## config.mk

```make
export PLATFORM = sky130hd
export DESIGN_NAME = demultiplexador_tdm
export DESIGN_NICKNAME = d
export VERILOG_FILES = /design/src/rtl/demultiplexador_tdm_pkg.sv /design/src/rtl/demultiplexador_tdm_banco_registros.sv /design/src/rtl/demultiplexador_tdm.sv
export SDC_FILE = /design/constraint.sdc
export NUM_CORES = 1
export LEC_CHECK = 0
export CAP_MARGIN = 25
export CELL_PAD_IN_SITES_DETAIL_PLACEMENT = 0
export CELL_PAD_IN_SITES_GLOBAL_PLACEMENT = 1
export CORE_AREA = 2 2 118 63
export DETAILED_ROUTE_END_ITERATION = 8
export DIE_AREA = 0 0 120 65
export GPL_TIMING_DRIVEN = 0
export PLACE_DENSITY = 0.71
export SLEW_MARGIN = 40
export SYNTH_ARGS = -nofsm -noshare
export SYNTH_HDL_FRONTEND = slang
export SYNTH_SLANG_ARGS = --single-unit
```

## constraint.sdc

```tcl
create_clock -name clk -period 2.4 [get_ports clk]
set_input_delay 0.72 -clock clk [delete_from_list [all_inputs] [get_ports clk]]
set_output_delay 0.72 -clock clk [all_outputs]
set_load 0.03 [all_outputs]
```

## src/rtl/demultiplexador_tdm_pkg.sv

```systemverilog
// demultiplexador_tdm_pkg: shared channel count, FSM state and origin tag types for the TDM select/demux path
package demultiplexador_tdm_pkg;
  localparam int N_CANAIS = 8;
  typedef enum logic {OCIOSO, RECEBENDO} estado_t;
  typedef logic [2:0] origem_t;
endpackage

```

## src/rtl/demultiplexador_tdm_banco_registros.sv

```systemverilog
// banco_registros: 8 x LARGURA register bank; clk, reset (sync high), we, addr, din in; q flat bank out (channel i at q[i*LARGURA +: LARGURA])
module banco_registros
  import demultiplexador_tdm_pkg::*;
#(
  parameter int LARGURA = 4
) (
  input  logic                          clk,
  input  logic                          reset,
  input  logic                          we,
  input  logic [2:0]                    addr,
  input  logic [LARGURA-1:0]            din,
  output logic [N_CANAIS*LARGURA-1:0]   q
);
  always_ff @(posedge clk)
    if (reset) q <= '0;
    else if (we) q[addr*LARGURA +: LARGURA] <= din;
endmodule

```

## src/rtl/demultiplexador_tdm.sv

```systemverilog
// demultiplexador_tdm: rebuilds 8 channels from a tagged TDM stream; in clk, reset, ENTRADA, ORIGEM, VALIDO, LIMPA_ERRO; out D0..D7, PREENCHIDO, QUADRO_OK, ERRO
module demultiplexador_tdm
  import demultiplexador_tdm_pkg::*;
#(
  parameter int LARGURA = 4
) (
  input  logic               clk,
  input  logic               reset,
  input  logic [LARGURA-1:0] ENTRADA,
  input  logic [2:0]         ORIGEM,
  input  logic               VALIDO,
  input  logic               LIMPA_ERRO,
  output logic [LARGURA-1:0] D0,
  output logic [LARGURA-1:0] D1,
  output logic [LARGURA-1:0] D2,
  output logic [LARGURA-1:0] D3,
  output logic [LARGURA-1:0] D4,
  output logic [LARGURA-1:0] D5,
  output logic [LARGURA-1:0] D6,
  output logic [LARGURA-1:0] D7,
  output logic [7:0]         PREENCHIDO,
  output logic               QUADRO_OK,
  output logic               ERRO
);
  logic [N_CANAIS*LARGURA-1:0] q;
  estado_t estado, estado_n;
  origem_t esperado, esperado_n;
  logic [7:0] preenchido_n;
  logic quadro_ok_n, erro_ev;
  banco_registros #(.LARGURA(LARGURA)) u_banco (
    .clk(clk), .reset(reset), .we(VALIDO), .addr(ORIGEM), .din(ENTRADA), .q(q)
  );
  assign D0 = q[0*LARGURA +: LARGURA];
  assign D1 = q[1*LARGURA +: LARGURA];
  assign D2 = q[2*LARGURA +: LARGURA];
  assign D3 = q[3*LARGURA +: LARGURA];
  assign D4 = q[4*LARGURA +: LARGURA];
  assign D5 = q[5*LARGURA +: LARGURA];
  assign D6 = q[6*LARGURA +: LARGURA];
  assign D7 = q[7*LARGURA +: LARGURA];
  // ORIGEM 0 always opens a new frame; it is only an error when it interrupts one in progress
  always_comb begin
    estado_n = estado;
    esperado_n = esperado;
    preenchido_n = PREENCHIDO;
    quadro_ok_n = 1'b0;
    erro_ev = 1'b0;
    if (VALIDO) begin
      if (estado == RECEBENDO && ORIGEM == esperado) begin
        preenchido_n = PREENCHIDO | (8'b1 << ORIGEM);
        esperado_n = esperado + 3'd1;
        quadro_ok_n = ORIGEM == 3'd7;
        estado_n = ORIGEM == 3'd7 ? OCIOSO : RECEBENDO;
      end else if (ORIGEM == 3'd0) begin
        erro_ev = estado == RECEBENDO;
        preenchido_n = 8'h01;
        esperado_n = 3'd1;
        estado_n = RECEBENDO;
      end else begin
        erro_ev = 1'b1;
        estado_n = OCIOSO;
      end
    end
  end
  always_ff @(posedge clk)
    if (reset) begin
      estado <= OCIOSO;
      esperado <= 3'd0;
      PREENCHIDO <= 8'h00;
      QUADRO_OK <= 1'b0;
      ERRO <= 1'b0;
    end else begin
      estado <= estado_n;
      esperado <= esperado_n;
      PREENCHIDO <= preenchido_n;
      QUADRO_OK <= quadro_ok_n;
      ERRO <= erro_ev | (ERRO & ~LIMPA_ERRO);
    end
endmodule
```

==> results of run 1 <==
final cells by class:
type / count / area, um^2
Inverter: 7 / 26.28
Fill cell: 680 / 3916
Timing Repair Buffer: 57 / 548.0
Sequential cell: 46 / 920.9
Clock buffer: 7 / 142.6
Tap cell: 96 / 120.1
Buffer: 15 / 92.59
Clock inverter: 1 / 5.005
Multi-Input combinational cell: 171 / 1137
per-layer routing:
metal  up-vias  share of wire (%)
met5         -                  0
met4         0               0.92
met3         8                6.4
met2        55                 36
met1       892                 56
li1        979                  -
through the flow:
step           TNS (ns)  total power, mW  setup WS (ns)  std cells
2_1_floorplan         0           0.8984       0.007900        239
3_3_place_gp     -32.74           0.9602         -1.061        385
3_5_place_dp     -33.76           0.9621         -1.088        385
4_1_cts               0            1.678        0.01364        396
5_1_grt               0            1.739        0.02749        400
6_report              0            1.671         0.1046        400
cell families after synthesis:
family / Yosys count / synth area share, %
xor+xnor: 3 / 1.260
buf+inv: 22 / 4.919
flops: 46 / 44.15
compound gates: 50 / 15.06
fa+ha+maj: 8 / 4.799
simple gates: 105 / 27.35
mux: 5 / 2.460
how the worst min path moves through the flow:
stage,to,cells past startpoint,start,slack [ns]
global placement,PREENCHIDO[7],1,PREENCHIDO[7],0.43
finish,u_banco.q[23],2,u_banco.q[23],0.45
detailed placement,u_banco.q[23],2,u_banco.q[23],0.44
global route,u_banco.q[24],2,u_banco.q[24],0.47
floorplan,esperado[0],2,esperado[0],0.46
CTS,u_banco.q[23],2,u_banco.q[23],0.45
flip-flops by register name, indices dropped and copies added (netlist names):
signal	flops
QUADRO_OK	1
estado	1
ERRO	1
PREENCHIDO	8
esperado	3
u_banco.q	32
where the power goes:
group / leakage (nW) / internal [mW] / switching, mW
clock network: 0.0739 / 0.413 / 0.285
registers: 0.371 / 0.769 / 0.00429
logic: 0.641 / 0.0767 / 0.123
total: 1.09 / 1.26 / 0.413
cells in the mapped netlist, drive strengths merged:
| master | n | area, um^2 |
|---|---|---|
| a31oi | 1 | 12.51 |
| mux2 | 1 | 11.26 |
| nor3b | 1 | 7.510 |
| buf | 10 | 57.55 |
| nor4 | 4 | 31.28 |
| a21o | 1 | 7.510 |
| a22o | 5 | 43.79 |
| and3 | 5 | 31.28 |
| a21oi | 31 | 155.2 |
| nor2b | 1 | 13.76 |
| a2bb2oi | 1 | 8.760 |
| nand2b | 9 | 56.30 |
| or3 | 9 | 61.31 |
| nand3b | 1 | 7.510 |
| o22ai | 1 | 6.260 |
| nor4b | 1 | 8.760 |
| a311oi | 1 | 8.760 |
| nand4 | 11 | 68.82 |
| dfxtp | 46 | 920.9 |
| a32oi | 1 | 8.760 |
| mux2i | 4 | 40.04 |
| xnor2 | 3 | 26.28 |
| nor3 | 1 | 5.000 |
| a32o | 2 | 20.02 |
| nor2 | 9 | 33.78 |
| and2 | 2 | 12.51 |
| clkbuf | 5 | 18.77 |
| o311a | 1 | 10.01 |
| nand3 | 17 | 85.08 |
| and4 | 1 | 8.760 |
| ha | 8 | 100.1 |
| o211ai | 1 | 7.510 |
| o21ai | 3 | 15.01 |
| o211a | 1 | 10.01 |
| inv | 7 | 26.28 |
| nand2 | 33 | 138.9 |
worst register-to-register path, cell delays in order (launching register included):
cell and delay (ns):
dfxtp_1 0.29, buf_2 0.16, xnor2_1 0.19, nand4_1 0.24
a31oi_2 0.43, a22o_1 0.20
repair_timing:
action / CTS / global route
setup buffers: 3 / 4
resized for setup: 20 / 8
pin swaps: 0 / 2
endpoints found under the setup margin: 42 / 15
hold endpoints to repair: 0 / 0
==> key figures, run 1 <==
Worst setup path
  – Slowest CP cell: or3_1
  – Critical Path RT: about 2.6 ns
  – Cells on worst reg2reg path: 5
  – Crit path launch: ORIGEM[0]
  – Most used cell, CP: buf_6
  – Buf/Inv on CP: 4
  – Critical path's top delay family: simple AND/OR/NAND/NOR gates
  – CP max FO: 8
  – CP max stage delay: 0.40 ns
  – Crit path capture type: flop
  – Reg-to-reg endpoint: PREENCHIDO[3]
  – R2R setup slack: 0.84 ns
  – RR Startpoint: esperado[2]
  – Setup Crit Path Kind: input pin to flop
  – Critical-path cell list: buf_6, buf_6, inv_1, ha_4, ha_1, buf_6, nor2b_4, nand3_4, or3_1, a21oi_1
  – Worst path depth: 10
  – Startpoint Class: input pin
  – CP arrival: about 2.5 ns
  – Critical Path End: u_banco.q[28]

Power and ir drop
  – Cell Pwr Density: between 500 and 600 nW/um^2
  – Lkg Pwr: 1.086 nW
  – Peak VDD IR: 0.2971 mV

CTS
  – Deepest clock path buffer count: 2
  – Clock H-tree levels: 2
  – Clock buffer count from CTS: 5
  – Clock sink count: 46
  – Clock-pin slew on the worst setup and hold paths: ~0.06 ns
  – Hold-fix buffers, CTS: 0
  – Clk_lat worst skew: 0.29 ns
  – CTS tree: done
  – Root buf cell: clkbuf_16

GRT
  – First-pass GRT wire length: roughly 9600 um
  – Number of global-route vias before repair: 1861
  – Global routing's busiest layer: met1
  – Met3 global-route usage: 4.754%
  – Initial antenna violation count: 0
  – Largest net degree at the start of global routing: 14
  – Met1 Use GR: 24.89%
  – Overflow after GRT: 0
  – Total track usage: 15.90%
  – Met2 Use GR: 20.53%

STA
  – Slew HR: 60.54%
  – Post-route clock period utilization: 95.64%
  – RSZ-0062 raised after global routing: false
  – Post-route minimum period: 2.295 ns
  – Hold Vio Cnt, Final: 0
  – Setup Viol. Count Final: 0
  – Peak Freq: 435.7 MHz
  – Worst slew pin tran: between 0.5 and 0.6 ns
  – Final Slew Violations: 0
  – Clk_skew: 0.003967 ns
  – Hold WS: 0.4483 ns

Synth
  – Post-synthesis instance total: approximately 240
  – Synth warn: 0
  – Post-Syn Area per Cell: 8.727 um^2
  – Flops & latches, synth: 46
  – Synth unique cells: 42
  – Register area share after synthesis: 44.15%
  – Synthesized Nets: 258
  – Synth Cell Area: 2086 um^2

Placement
  – Port Buffer Count: 50
  – Area after DPL: roughly 2700 um^2
  – Gpl congestion: about 0.80
  – Hpwl dp: approximately 4300 um

Floorplan
  – Initial Utilization: a little under a third
  – Die width: 120 um
  – # IOs: 53
  – Std cell rows: 22
  – DIE HEIGHT: ~65 um
  – Die ar.: 7800 um^2
  – Core footprint: roughly 6900 um^2

Final layout
  – Post-layout util: 43.32%
  – Post-layout net count: 322
  – Most frequent cells in the layout: clkdlybuf4s50_1, dfxtp_1, nand2_1
  – Layout area overhead: 43.49%
  – Number of diodes: 0
  – Share of layout cells above drive strength 1: roughly 13%
  – Final Instance Area: 2993 um^2
  – Leading cell type in the layout, fill and taps excluded: clkdlybuf4s50_1

Route
  – DR vias: between 1500 and 2000
  – Iter 0 DRT Violations: 70
  – Total wire length: ~6000 um
  – Avg WL per Cell: approximately 15 um
  – Vias/cell: 4.835
  – Antenna-violating nets left: 0
  – Drt drc: 0
  – Drt first pass iters: 4

Status
  – Status: complete, no violations

Run
  – Max_cap viols: 0

Worst hold path
  – Worst Hold Class: flop to flop
Note: power is estimated with default switching activity, not from simulation.
==> inputs of run 2 (changes only) <==
- RECOVER_POWER: default -> 50
==> run 2 against run 1 <==
Sequential power barely moved. Critical path depth unchanged. Final cell count unchanged. Fmax about the same. Register-to-register slack hardly changed. Largest cell class unchanged. Via count is 0.47% lower. Largest power group unchanged. First-iteration DRC count up 2.9%. Global-route usage did not move. Highest routed layer unchanged.
==> key figures, run 2 (synthesized netlist as in run 1, its figures left out) <==
Route
  – Antenna-violating nets left: 0 (unchanged)
  – Iter 0 DRT Violations: 72 (+2.9%)
  – Drt drc: 0 (unchanged)
  – Drt first pass iters: 4 (unchanged)
  – Vias/cell: 4.813 (-0.47%)
  – DR vias: 1925 (-0.47%)
  – Avg WL per Cell: 14.93 um (+0.22%)
  – Total wire length: 5972 um (+0.22%)

Floorplan
  – Die ar.: 7800 um^2 (unchanged)
  – Core footprint: 6909 um^2 (unchanged)
  – Initial Utilization: 30.19% (unchanged)
  – # IOs: 53 (unchanged)
  – Die width: 120 um (unchanged)
  – Std cell rows: 22 (unchanged)
  – DIE HEIGHT: 65 um (unchanged)

STA
  – Setup TNS Final: 0 ns (unchanged)
  – Hold WS: 0.4456 ns (-0.002674 ns)
  – Worst slew pin tran: 0.5903 ns (-0.001670 ns)
  – Peak Freq: 435.7 MHz (about the same)
  – Post-route clock period utilization: 95.62% (about the same)
  – Post-route minimum period: 2.295 ns (-0.0004280 ns)
  – RSZ-0062 raised after global routing: false
  – Setup Viol. Count Final: 0 (unchanged)
  – Setup slack after layout: 0.1051 ns (+0.0004280 ns)
  – Hold Vio Cnt, Final: 0 (unchanged)
  – Final Slew Violations: 0 (unchanged)
  – Slew HR: 60.65% (+0.11 points)
  – Clk_skew: 0.003861 ns (-0.0001063 ns)

Final layout
  – Post-layout util: 43.26% (-0.054 points)
  – Most frequent cells in the layout: dfxtp_1, dlygate4sd3_1, nand2_1
  – Largest regs: u_banco.q: 32 flops, PREENCHIDO: 8 flops, esperado: 3 flops
  – Largest register FFs: 32 (unchanged)
  – Share of layout cells above drive strength 1: 13.16% (-0.33 points)
  – Number of diodes: 0 (unchanged)
  – Leading cell type in the layout, fill and taps excluded: dfxtp_1
  – Post-layout net count: 322 (unchanged)
  – Largest Register: u_banco.q
  – Layout area overhead: 43.31%

Worst setup path
  – Crit path capture type: flop
  – Critical Path RT: 2.62 ns (about the same)
  – Cells on worst reg2reg path: 5 (unchanged)
  – Startpoint Class: input pin
  – CP max FO: 8 (unchanged)
  – Setup Crit Path Kind: input pin to flop
  – CP arrival: 2.51 ns (about the same)

Power and ir drop
  – P_int: 1.257 mW (-0.18%)
  – Logic pwr share: 11.8% (about the same)
  – Switch share: 24.89% (+0.20 points)
  – Power Total: 1.673 mW (about the same)
  – Clk pwr share: 42.0% (+0.2 points)
  – Lkg Pwr: 1.219 nW (+12%)
  – Register share of total power: 46.2% (about the same)
  – Sw Pwr: 416.5 uW (+0.93%)
  – Cell Pwr Density: 559.7 nW/um^2 (+0.22%)
  – Peak VDD IR: 0.2974 mV (about the same)

GRT
  – Met1 Use GR: 24.89% (unchanged)
  – Largest net degree at the start of global routing: 14 (unchanged)
  – Met3 global-route usage: 4.754% (unchanged)
  – Overflow after GRT: 0 (unchanged)
  – Number of global-route vias before repair: 1861 (unchanged)
  – Met2 Use GR: 20.53% (unchanged)
  – First-pass GRT wire length: 9597 um (unchanged)
  – Total track usage: 15.90% (unchanged)
  – Initial antenna violation count: 0 (unchanged)
  – Global routing's busiest layer: met1

Placement
  – Gpl congestion: 0.7955 (unchanged)
  – Hpwl dp: 4343 um (unchanged)
  – DP Worst Slack: -1.088 ns (unchanged)
  – Port Buffer Count: 50 (unchanged)

CTS
  – Deepest clock path buffer count: 2 (unchanged)
  – Clk_lat worst skew: 0.29 ns (about the same)
  – Clock sink count: 46 (unchanged)
  – Clock H-tree levels: 2 (unchanged)
  – Clock buffer count from CTS: 5 (unchanged)
  – Hold-fix buffers, CTS: 0 (unchanged)
  – Clock-pin slew on the worst setup and hold paths: 0.06 ns (about the same)
  – CTS tree: done
  – Root buf cell: clkbuf_16

Run
  – Max_cap viols: 0 (unchanged)

Worst hold path
  – Hold Path Depth: 2 (unchanged)
  – Worst Hold Class: flop to flop

Status
  – Status: complete, no violations
==> run 2: critical path, stage by stage <==
cell and delay (ns):
buf_6 0.13, buf_6 0.11, inv_1 0.07, ha_4 0.18, ha_1 0.28, buf_6 0.13
nor2b_4 0.22, nand3_4 0.13, or3_1 0.40, a21oi_1 0.14
==> run 2: worst paths after layout <==
| path | from | to | slack [ns] |
|---|---|---|---|
| worst max register to register | esperado[2] | PREENCHIDO[3] | 0.84 |
| worst min-delay path | u_banco.q[23] | u_banco.q[23] | 0.45 |
| worst min register to register | u_banco.q[23] | u_banco.q[23] | 0.45 |
| worst max-delay path | ORIGEM[0] | u_banco.q[28] | 0.11 |
==> run 2: routing by layer <==
layer  share of wire, %  wire [um]  up-vias
met5                  0          0        -
met4               0.90         54        0
met3                6.3        375        8
met2                 36       2161       52
met1                 57       3381      885
li1                   -          -      980
==> run 2: layout make-up <==
class / instances / area, um^2
Fill cell: 680 / 3920
Tap cell: 96 / 120.1
Clock buffer: 7 / 142.6
Timing Repair Buffer: 57 / 544.3
Inverter: 7 / 26.28
Multi-Input combinational cell: 171 / 1137
Buffer: 15 / 92.59
Clock inverter: 1 / 5.005
Sequential cell: 46 / 920.9
==> run 2: per-stage QoR <==
stage               std cells  area (um^2)
floorplan                 239         2095
global placement          385         2715
detailed placement        385         2715
CTS                       396         2917
global route              400         2989
finish                    400         2989
==> run 2: what timing repair did <==
item,CTS,global route
setup endpoints to repair,42,15
buffers inserted,3,4
resized for setup,20,8
endpoints found under the hold margin,0,0
pin swaps,0,2
gates cloned,0,0
==> run 2: power by group through the flow <==
stage	clock network [mW]	logic [mW]	registers, mW
5_1_grt	0.750	0.213	0.773
3_3_place_gp	0	0.170	0.790
2_1_floorplan	0	0.100	0.798
6_report	0.703	0.197	0.773
3_5_place_dp	0	0.172	0.790
4_1_cts	0.722	0.183	0.773
